**config.mk**
```make
export PLATFORM = sky130hd
export DESIGN_NAME = shift_exec_stage
export DESIGN_NICKNAME = d
export VERILOG_FILES = /design/src/rtl/shift_exec_stage.sv
export SDC_FILE = /design/constraint.sdc
export NUM_CORES = 1
export LEC_CHECK = 0
export ABC_AREA = 1
export BUFFER_PORTS_ARGS = -buffer_cell sky130_fd_sc_hd__clkbuf_2
export CORE_ASPECT_RATIO = 1.1
export CORE_MARGIN = 5
export CORE_UTILIZATION = 45
export CTS_BUF_LIST = sky130_fd_sc_hd__clkbuf_8
export DETAILED_ROUTE_END_ITERATION = 10
export PLACE_DENSITY_LB_ADDON = 0.15
export SYNTH_ARGS = -nofsm -noshare
export SYNTH_HDL_FRONTEND = slang
export SYNTH_SLANG_ARGS = --single-unit
export TNS_END_PERCENT = 20
```
**constraint.sdc**
```tcl
create_clock -name clock -period 3.35 [get_ports clock]
set_clock_uncertainty 0.1 [all_clocks]
set_input_delay 0.335 -clock clock [delete_from_list [all_inputs] [get_ports clock]]
set_output_delay 0.335 -clock clock [all_outputs]
set_load 0.02 [all_outputs]
```
**src/rtl/shift_exec_stage.sv**
```systemverilog
// Execute-stage shifter: SLL/SRA/SRL/PASS through a 5-level barrel network, result registered with its tag.
// Latency: 1 cycle from accept to out_valid.
// Backpressure: 2-entry skid (M + S); in_ready comes straight from a flop, with no path from out_ready.
//
// Ports:
//   clock, reset          rising-edge clock, synchronous active-high reset
//   in_valid/in_ready     upstream handshake; in_data, in_shamt, in_op, in_tag are the operation
//   flush                 drop every buffered operation (branch mispredict)
//   out_valid/out_ready   downstream handshake; out_data, out_tag, out_zero come from register M
// Optional: define SHIFT_EXEC_STAGE_STATS_EN to add the stat_ops / stat_stalls counters.

module shift_exec_stage #(
   parameter int TAG_W = 5
) (
   input  logic             clock,
   input  logic             reset,
   input  logic             in_valid,
   output logic             in_ready,
   input  logic [31:0]      in_data,
   input  logic [4:0]       in_shamt,
   input  logic [1:0]       in_op,
   input  logic [TAG_W-1:0] in_tag,
   input  logic             flush,
   output logic             out_valid,
   input  logic             out_ready,
   output logic [31:0]      out_data,
   output logic [TAG_W-1:0] out_tag,
   output logic             out_zero
`ifdef SHIFT_EXEC_STAGE_STATS_EN
   ,
   output logic [31:0]      stat_ops,
   output logic [31:0]      stat_stalls
`endif
);

   localparam logic [1:0] OP_SLL = 2'b00;
   localparam logic [1:0] OP_SRA = 2'b01;
   localparam logic [1:0] OP_SRL = 2'b10;

   localparam logic [1:0] ST_EMPTY = 2'b00;
   localparam logic [1:0] ST_ONE   = 2'b01;
   localparam logic [1:0] ST_TWO   = 2'b10;

   logic [1:0]       r_state;
   logic [31:0]      r_m_dat;
   logic [TAG_W-1:0] r_m_tag;
   logic             r_m_zero;
   logic [31:0]      r_s_dat;
   logic [TAG_W-1:0] r_s_tag;
   logic             r_in_ready;

   logic [31:0]      w_shift;
   logic             w_acc;
   logic             w_xfer;
   logic [1:0]       w_nxt_state;
   logic [31:0]      w_nxt_m_dat;
   logic [TAG_W-1:0] w_nxt_m_tag;
   logic [31:0]      w_nxt_s_dat;
   logic [TAG_W-1:0] w_nxt_s_tag;

   // Barrel network: stage k shifts by 2**k when shamt bit k is set.
   // PASS falls through every stage untouched, so shamt is ignored for it.
   always_comb begin
      w_shift = in_data;
      for (int k = 0; k < 5; k++) begin
         if (in_shamt[k]) begin
            case (in_op)
               OP_SLL:  w_shift = w_shift << (1 << k);
               OP_SRA:  w_shift = $unsigned($signed(w_shift) >>> (1 << k));
               OP_SRL:  w_shift = w_shift >> (1 << k);
               default: w_shift = w_shift;
            endcase
         end
      end
   end

   assign w_acc  = in_valid && r_in_ready;
   assign w_xfer = (r_state != ST_EMPTY) && out_ready;

   // Next-state logic. A slot that empties is cleared to zero, so out_data
   // reads 0 and out_zero reads 1 whenever out_valid is low.
   always_comb begin
      w_nxt_state = r_state;
      w_nxt_m_dat = r_m_dat;
      w_nxt_m_tag = r_m_tag;
      w_nxt_s_dat = r_s_dat;
      w_nxt_s_tag = r_s_tag;
      if (flush) begin
         // Flush beats any same-cycle accept or transfer.
         w_nxt_state = ST_EMPTY;
         w_nxt_m_dat = '0;
         w_nxt_m_tag = '0;
         w_nxt_s_dat = '0;
         w_nxt_s_tag = '0;
      end else begin
         case (r_state)
            ST_EMPTY: begin
               if (w_acc) begin
                  w_nxt_state = ST_ONE;
                  w_nxt_m_dat = w_shift;
                  w_nxt_m_tag = in_tag;
               end
            end
            ST_ONE: begin
               if (w_acc && w_xfer) begin
                  w_nxt_m_dat = w_shift;
                  w_nxt_m_tag = in_tag;
               end else if (w_xfer) begin
                  w_nxt_state = ST_EMPTY;
                  w_nxt_m_dat = '0;
                  w_nxt_m_tag = '0;
               end else if (w_acc) begin
                  w_nxt_state = ST_TWO;
                  w_nxt_s_dat = w_shift;
                  w_nxt_s_tag = in_tag;
               end
            end
            ST_TWO: begin
               // in_ready is low here, so the only event is a transfer.
               if (w_xfer) begin
                  w_nxt_state = ST_ONE;
                  w_nxt_m_dat = r_s_dat;
                  w_nxt_m_tag = r_s_tag;
                  w_nxt_s_dat = '0;
                  w_nxt_s_tag = '0;
               end
            end
            default: begin
               w_nxt_state = ST_EMPTY;
               w_nxt_m_dat = '0;
               w_nxt_m_tag = '0;
               w_nxt_s_dat = '0;
               w_nxt_s_tag = '0;
            end
         endcase
      end
   end

   always_ff @(posedge clock) begin
      if (reset) begin
         r_state    <= ST_EMPTY;
         r_m_dat    <= '0;
         r_m_tag    <= '0;
         r_m_zero   <= 1'b1;
         r_s_dat    <= '0;
         r_s_tag    <= '0;
         r_in_ready <= 1'b1;
      end else begin
         r_state    <= w_nxt_state;
         r_m_dat    <= w_nxt_m_dat;
         r_m_tag    <= w_nxt_m_tag;
         r_m_zero   <= (w_nxt_m_dat == 32'd0);
         r_s_dat    <= w_nxt_s_dat;
         r_s_tag    <= w_nxt_s_tag;
         // Registered copy of "S empty", so in_ready never sees out_ready combinationally.
         r_in_ready <= (w_nxt_state != ST_TWO);
      end
   end

   assign in_ready  = r_in_ready;
   assign out_valid = (r_state != ST_EMPTY);
   assign out_data  = r_m_dat;
   assign out_tag   = r_m_tag;
   assign out_zero  = r_m_zero;

`ifdef SHIFT_EXEC_STAGE_STATS_EN
   logic [31:0] r_stat_ops;
   logic [31:0] r_stat_stalls;

   // Counters ignore flush: a transfer in a flush cycle still completed downstream.
   always_ff @(posedge clock) begin
      if (reset) begin
         r_stat_ops    <= '0;
         r_stat_stalls <= '0;
      end else begin
         if (w_xfer)
            r_stat_ops <= r_stat_ops + 32'd1;
         if (in_valid && !r_in_ready)
            r_stat_stalls <= r_stat_stalls + 32'd1;
      end
   end

   assign stat_ops    = r_stat_ops;
   assign stat_stalls = r_stat_stalls;
`endif

endmodule

```
-- Word-level counts from Yosys, hierarchy flattened
Index checks and enable logic that the tools add are counted.
- equal/unequal tests: 11
- multiplexer cells: 36
- bitwise logic cells: 1
- reduce and logical (&&, ||, !) cells: 10
- operator list (cell ; number):
    one-hot mux 32 bit (3 select lines) ; 7
    2-to-1 mux 32 bit ; 14
    logical NOT 32 bit ; 1
    2-to-1 mux 5 bit ; 6
    one-hot mux 5 bit (3 select lines) ; 2
    2-to-1 mux 2 bit ; 6
    != test 2 bit (second input constant) ; 6
    one-hot mux 2 bit (3 select lines) ; 1
    AND reduction 5 bit ; 1
    == test 2 x 1 -> 1 bit (second input constant) ; 2
    == test 2 bit (second input constant) ; 2
    logical NOT 2 bit ; 2
    logical AND 1 bit ; 3
    != test 3 bit (second input constant) ; 1
    AND reduction 3 bit ; 1
    nonzero test 2 bit ; 1
    OR reduction 2 bit ; 1
    inverter 1 bit ; 1
- register bits: 78
- output and inout port bits: 40
- logic and storage cells: 65

-- Longest topological paths before layout
Gate-level depths: netlist of run 1.
- word-level depth: 15
- gate-level depth with buffers: 27

-- Worst setup path before layout of run 1
No wires, ideal clock.
- kind: input port to flip-flop
- start point: in in_op[1]
- end point: reg r_m_zero, in the netlist out_zero
- library setup time: 0.112 ns
- data arrival time: 2.254 ns
- slack: 0.883 ns
- cell stages on the path: 24
- buffers on the path: 2
- path through: buf_2 -> nand2_4 -> inv_2 -> nor2_4 -> inv_2 -> nor2_2 -> buf_2 -> nand4_1 -> nand3_1 -> nand2_1 -> o21ai_1 -> nand2_1 -> nand2_1 -> nand2_1 -> nand2_1 -> nand2_1 -> nand2_1 -> nand2_1 -> nand2_1 -> nor2_1 -> nand2_1 -> nor2_1 -> nand2_1 -> nand2_1
- word-level cells in the longest chain between the ends: 15
- elaborated cells between the ends (all ways): 18
- classes of those cells: eq/ne (2); mux (14); reduce/logical (2)
- RTL lines (what ; RTL line ; text):
    start: declaration ; 21 ; input logic [1:0] in_op,
    == test 2 bit (tied with other cells) ; 67 ; case (in_op)
    one-hot mux 32 bit (3 select lines) ; 67 ;
    2-to-1 mux 32 bit ; 66 ; if (in_shamt[k]) begin
    one-hot mux 32 bit (3 select lines) ; 67 ;
    2-to-1 mux 32 bit ; 66 ;
    one-hot mux 32 bit (3 select lines) ; 67 ;
    2-to-1 mux 32 bit ; 66 ;
    one-hot mux 32 bit (3 select lines) ; 67 ;
    2-to-1 mux 32 bit ; 66 ;
    one-hot mux 32 bit (3 select lines) ; 67 ;
    2-to-1 mux 32 bit (*) ; 66 ;
    2-to-1 mux 32 bit (on tied branches) ; 105, 98 ;
    one-hot mux 32 bit (3 select lines) (*) ; 96 ; case (r_state)
    2-to-1 mux 32 bit (*) ; 88 ; if (flush) begin
    logical NOT 32 bit (*) ; 152 ; r_m_zero <= (w_nxt_m_dat == 32'd0);
    end signal: assignment ; 152 ;
    end: declaration ; 47 ; logic r_m_zero;
Every way passes the cells marked *; elsewhere a longest branch is shown, timed or not.
A chain may end at the register's enable or synchronous reset.

-- Final worst setup path of run 1
Ends and elaborated chain as after synthesis.

==> results_dict.tcl, run 1 <==
set metrics [dict create \
    io_pins 89 \
    crit_type "in2reg" \
    grt_pass1_wl_um 48330 \
    async_reset_ff_share_pct 0 \
    synth_top_area_share_pct 34.20 \
    cts_buffer_depth 2 \
    r2r_cells 17 \
    grt.overflow.total 0 \
    placed_cell_area_sq_um 8529 \
    ant_nets 0 \
    dr_wl_met3_um 2122 \
    dr.max_layer_used "met4" \
    die_area_sq_um 19820 \
    drt-met1-wl_um 13320 \
    crit_fanout 18 \
    setup_violations 0 \
    htreeDepth 3 \
    drive_above_1_share_pct 11.64 \
    finalHoldViolCount 0 \
    yosysMostFrequentCell "nand2_1" \
    cp-startpoint "in_op[1]" \
    grt_usage_pct 30.01 \
    whs_endpoint "r_state[0]" \
    worstPathArrival_ps 3160 \
    synthesis.nets 1541 \
    tns_ps 0 \
    ys_types 35 \
    grt_pass1_vias 9271 \
    seqPwrFrac_pct 32.9 \
    core_area_sq_um 16890 \
    ys_warn_count 0 \
    clockRootBuffer "clkbuf_8" \
    diodes 0 \
    r2r_end "out_zero" \
    synth_top_area_cell "nand2_1" \
    finalMaxSlewViolations 0 \
    start_kind "primary input" \
    hp-start "flush" \
    fin_area_sq_um 8751 \
    rsz0062_at_grt "false" \
    fin_crit_ps 2945 \
    maxCapViolations 0 \
    clock_power_share_pct 27.3 \
    drtPass1Iterations 5 \
    die_y_um 147.2 \
    ir_drop_v 0.0001924 \
    layout-area-overhead-vs-synth_pct 13.72 \
    synth_edf_count 0 \
    cts_tree "yes" \
    cts-hold-fix-buffers 0 \
    finalCritPeriodShare_pct 87.92 \
    final_nets 1607 \
    whs_path_depth 2 \
    viasPerCell 5.727 \
    synth_cells 1492 \
    cts.sinks 78 \
    combinationalPowerShare_pct 39.8 \
    synth_flop_cell "dfxtp_1" \
    internal_power_uw 1730 \
    antenna_found_initial 0 \
    hold_class "in2reg" \
    wl_met2_um 13790 \
    ys_top_cells_by_area "nand2_1 (34%), dfxtp_1 (20%), nand3_1 (16%), a21oi_1 (7.1%), inv_1 (4.1%)" \
    required_ps 3560 \
    clk_latency_ps 370 \
    synth_area_per_cell_sq_um 5.157 \
    power_density_nw_per_um2 337.2 \
    post_cts_resized 0 \
    clk_pin_slew_ps 90 \
    num_rows 50 \
    switching_power_uw 1221 \
    worst_setup_path_end_kind "flip-flop" \
    ys_ff_latch 78 \
    r2r_setup_slack_ps 800 \
    routabilityCongestion 1.012 \
    post_cts_buffers 0 \
    drt-initial-drc-count 1028 \
    fill_cells 1904 \
    relSlewSlack_pct 48.36 \
    synth_area_sq_um 7695 \
    hpwl_um 22540 \
    swShare_pct 41.39 \
    start_util_pct 45.56 \
    grt_max_degree 46 \
    seq_area_frac_synth_pct 20.29 \
    cts_made_buffers 9 \
    vias 10142 \
    portBuffers 88 \
    synth.cells.most_frequent "nand2_1 (701), nand3_1 (242), a21oi_1 (109), inv_1 (84), dfxtp_1 (78)" \
    worst_pin_slew_ps 773.7 \
    rr_startpoint "r_state[1]" \
    power_leakage_uw 0.004512 \
    post_drt_wl_per_cell_um 16.98 \
    fp.dieW_um 134.7 \
    wirelength_um 30070 \
    max_freq_mhz 339.5 \
    status "finished clean" \
    drc_errors 0 \
]
-- sequential cells by signal, summed over array words and instances, names as in the netlist --
| name | count |
|---|---|
| out_data | 32 |
| r_s_dat | 32 |
| out_tag | 5 |
| r_s_tag | 5 |
| r_state | 2 |
| in_ready | 1 |
| out_zero | 1 |
-- logic make-up after synthesis --
group                  count (synthesis)  synth area share [%]
buffers and inverters                177                 9.740
AOI/OAI and AO/OA                    169                 11.67
DFF                                   78                 20.29
and+or+nand+nor                     1068                 58.29
-- worst max-delay path, stage by stage --
cell and delay, ps:
clkbuf_2 190, inv_1 100, nand2_4 210, buf_4 200, nand3_1 70, nand2_1 60, nand2_1 40, nand2_1 200
nand2_1 100, nand2_1 80, nand2_1 60, nand2_1 60, nand2_1 110, nand2_1 110, nand2_1 70, nand4_1 70
nand2_1 180, a21boi_0 210, nand2_1 70, nand2_1 70, nand2_1 50, nor2_1 100, nand2_1 80, nor2_1 180
nand2_1 80, nand2_1 60
-- per-stage QoR --
step | hold slack, ps | worst slack [ps] | util (%) | total power [uW] | instances
after CTS | 66.59 | 491.1 | 51.81 | 2942 | 1771
after global placement | 340.9 | 146.8 | 50.50 | 2141 | 1755
after global routing | 67.96 | 72.71 | 51.81 | 3138 | 1771
final | 79.04 | 404.7 | 51.81 | 2951 | 1771
after floorplan | 325.7 | 883.4 | - | 1766 | 1492
after detailed placement | 343.7 | 126.1 | 50.50 | 2139 | 1755
-- layout by cell type (no fill, tap or decap), types with 3 or more instances in the layout --
master and instances:
nand2_1 701, nand3_1 242, a21oi_1 109, clkbuf_2 88, inv_1 84, dfxtp_1 78, nor2_1 64, buf_4 44
nand4_1 41, o21ai_0 20, o21ai_1 18, buf_12 10, nor2_2 9, clkbuf_8 9, inv_2 5, a21boi_1 5
nand2_4 4, o22ai_1 3, o211ai_1 3
-- worst max path at each step --
stage / depth (start not counted) / slack [ps] / to
floorplan: 24 / 880 / out_zero
global placement: 26 / 150 / out_zero
detailed placement: 26 / 130 / out_zero
CTS: 26 / 490 / out_zero
global route: 26 / 70 / out_zero
finish: 26 / 400 / out_zero
-- routing by layer --
metal / vias up / global-route usage [%]
met5: - / 0
met1: 4668 / 41.04
met2: 414 / 49.05
met4: 0 / 8.248
li1: 4990 / -
met3: 70 / 4.589
-- power by group through the flow --
stage / clock network (uW) / registers [uW] / logic (uW)
floorplan: 0 / 1010 / 754
global placement: 0 / 992 / 1150
detailed placement: 0 / 992 / 1150
CTS: 820 / 970 / 1150
global route: 862 / 973 / 1300
finish: 807 / 970 / 1170
-- cell type report --
class | instances | area, sq um | share of cell area, %
clock buffer | 9 | 123.9 | 1.416
clock inverter | 7 | 97.59 | 1.115
inverter | 90 | 340.3 | 3.889
multi-input combinational | 1237 | 5396 | 61.67
sequential | 78 | 1562 | 17.84
tap | 208 | 260.3 | 2.974
timing repair buffer | 142 | 970.9 | 11.10
(Power assumes the default switching activity.)
==> inputs of run 2 (changes only) <==
- CELL_PAD_IN_SITES_DETAIL_PLACEMENT: default -> 0
- CELL_PAD_IN_SITES_GLOBAL_PLACEMENT: default -> 1
- CORE_UTILIZATION: 45 -> 40
==> run 2 against run 1 <==
Effect of this change:
- design area increased by 0.41%
- combinational power about the same
- power decreased by 0.18%
- wire length increased by 8.2%
- clock power decreased by 3.7%
- worst hold slack about the same
- die area increased by 12%
- utilization decreased by 5.6 points
- register-to-register slack got worse by 90 ps
==> results_dict.tcl, run 2 (synthesis results as in run 1) <==
set metrics [dict create \
    hpwl_um 24340 \
    crit_fanout 33 \
    p_total_uw 2946 \
    finalMaxSlewViolations 0 \
    r2r_setup_slack_ps 710 \
    grt.overflow.total 0 \
    power_density_nw_per_um2 335.3 \
    io_pins 89 \
    drtPass1Iterations 6 \
    crit_type "in2reg" \
    pre_cts_slack_ps 187.9 \
    setup_violations 0 \
    clockRootBuffer "clkbuf_8" \
    start_util_pct 40.43 \
    required_ps 3580 \
    post_drt_wl_per_cell_um 17.90 \
    final_common_cell "nand2_1" \
    finalHoldViolCount 0 \
    cts.sinks 78 \
    post_cts_resized 0 \
    final_cell_mix "nand2_1 (701), nand3_1 (242), a21oi_1 (109), clkbuf_2 (88), inv_1 (84)" \
    worst_pin_slew_ps 696.4 \
    worstPathArrival_ps 3070 \
    drc_errors 0 \
    start_kind "primary input" \
    hp-start "flush" \
    rr_startpoint "r_state[1]" \
    relSlewSlack_pct 53.53 \
    ant_nets 0 \
    endpoint "out_zero" \
    max_freq_mhz 351.8 \
    ir_drop_v 0.0002178 \
    die_y_um 155.5 \
    grt_pass1_vias 9560 \
    cts_buffer_depth 2 \
    cts_made_buffers 9 \
    vias 10134 \
    fin_crit_ps 2842 \
    portBuffers 88 \
    post_cts_buffers 0 \
    fp.dieW_um 142.2 \
    final_nets 1614 \
    clk_pin_slew_ps 90 \
    grt_pass1_wl_um 52030 \
    place_inst 1801 \
    routabilityCongestion 1.018 \
    die_area_sq_um 22110 \
    grt_max_degree 42 \
    grt_usage_pct 29.49 \
    cts-hold-fix-buffers 0 \
    r2r_cells 16 \
    core_area_sq_um 19030 \
    diodes 0 \
    drt-initial-drc-count 931 \
    fill_cells 2240 \
    rsz0062_at_grt "false" \
    layout-area-overhead-vs-synth_pct 14.20 \
    status "finished clean" \
    wirelength_um 32520 \
    antenna_found_initial 0 \
    r2r_end "out_zero" \
    viasPerCell 5.577 \
    power_leakage_uw 0.004517 \
    tns_ps 0 \
    layout_setup_ws_ps 507.7 \
    clk_latency_ps 380 \
    finalCritPeriodShare_pct 84.85 \
    fin_cells 1817 \
    drive_above_1_share_pct 12.04 \
    cts_tree "yes" \
    hold-worst-slack_ps 79.20 \
    maxCapViolations 0 \
    worst_setup_path_end_kind "flip-flop" \
    cp-startpoint "in_op[0]" \
    htreeDepth 3 \
    hold_class "in2reg" \
    num_rows 53 \
]
==> run 2: cell types whose count changed in the layout (fill, tap and decap cells not counted), sizes merged <==
cell    previous run  this run
buf               54        61
inv               91        92
bufinv             2         1
==> run 2: worst max-delay path, cell delays in order <==
cell	delay (ps)
clkbuf_2	180
nor2_4	160
buf_12	200
buf_4	170
nand2_1	50
nand2_1	60
nand2_1	40
nand2_1	100
nor2_1	60
o21ai_2	310
nand2_1	140
nand3_2	130
nand2_1	80
nand3_1	120
nand2_1	90
nand2_1	100
nand2_1	50
nand3_1	80
nand2_1	50
nand2_1	70
nand2_1	60
nor2_1	90
nand2_1	110
nor2_1	130
nand2_1	60
nand2_1	50
==> run 2: report_power, final <==
| group | switching (uW) | internal [uW] | total [uW] | leakage, uW |
|---|---|---|---|---|
| Clock | 422 | 355 | 777 | 0.0000980 |
| Sequential | 19.0 | 951 | 970 | 0.000632 |
| Combinational | 839 | 361 | 1200 | 0.00379 |
==> run 2: routing by layer <==
layer	GRT usage, %	vias to the layer above	routed length, um
li1	-	5001	-
met3	3.843	59	2014
met2	48.64	380	15170
met5	0	-	0
met4	10.74	0	963
met1	39.28	4694	14370
==> run 2: how the worst min path moves through the flow <==
stage	cells after the start	endpoint	slack, ps
after global placement	2	r_s_tag[4]	350
after detailed placement	2	r_s_tag[1]	350
final	2	r_state[0]	80
after global routing	2	r_state[0]	80
after floorplan	1	r_state[0]	330
after CTS	2	r_state[0]	60
==> run 2: cell type report <==
class                   count  area, sq um  area share (%)
flip-flops and latches     78         1562           17.77
clock inverters             7        82.58          0.9398
multi-input cells        1237         5396           61.41
inverters                  90        340.3           3.873
repair buffers            149        973.4           11.08
well taps                 247        309.0           3.517
clock buffers               9        123.9           1.410
==> run 2: metrics by stage <==
step | area, sq um | utilization [%]
4_1_cts | 8787 | 46.17
6_report | 8787 | 46.17
5_1_grt | 8787 | 46.17
2_1_floorplan | 7695 | -
3_3_place_gp | 8581 | 45.09
3_5_place_dp | 8581 | 45.09
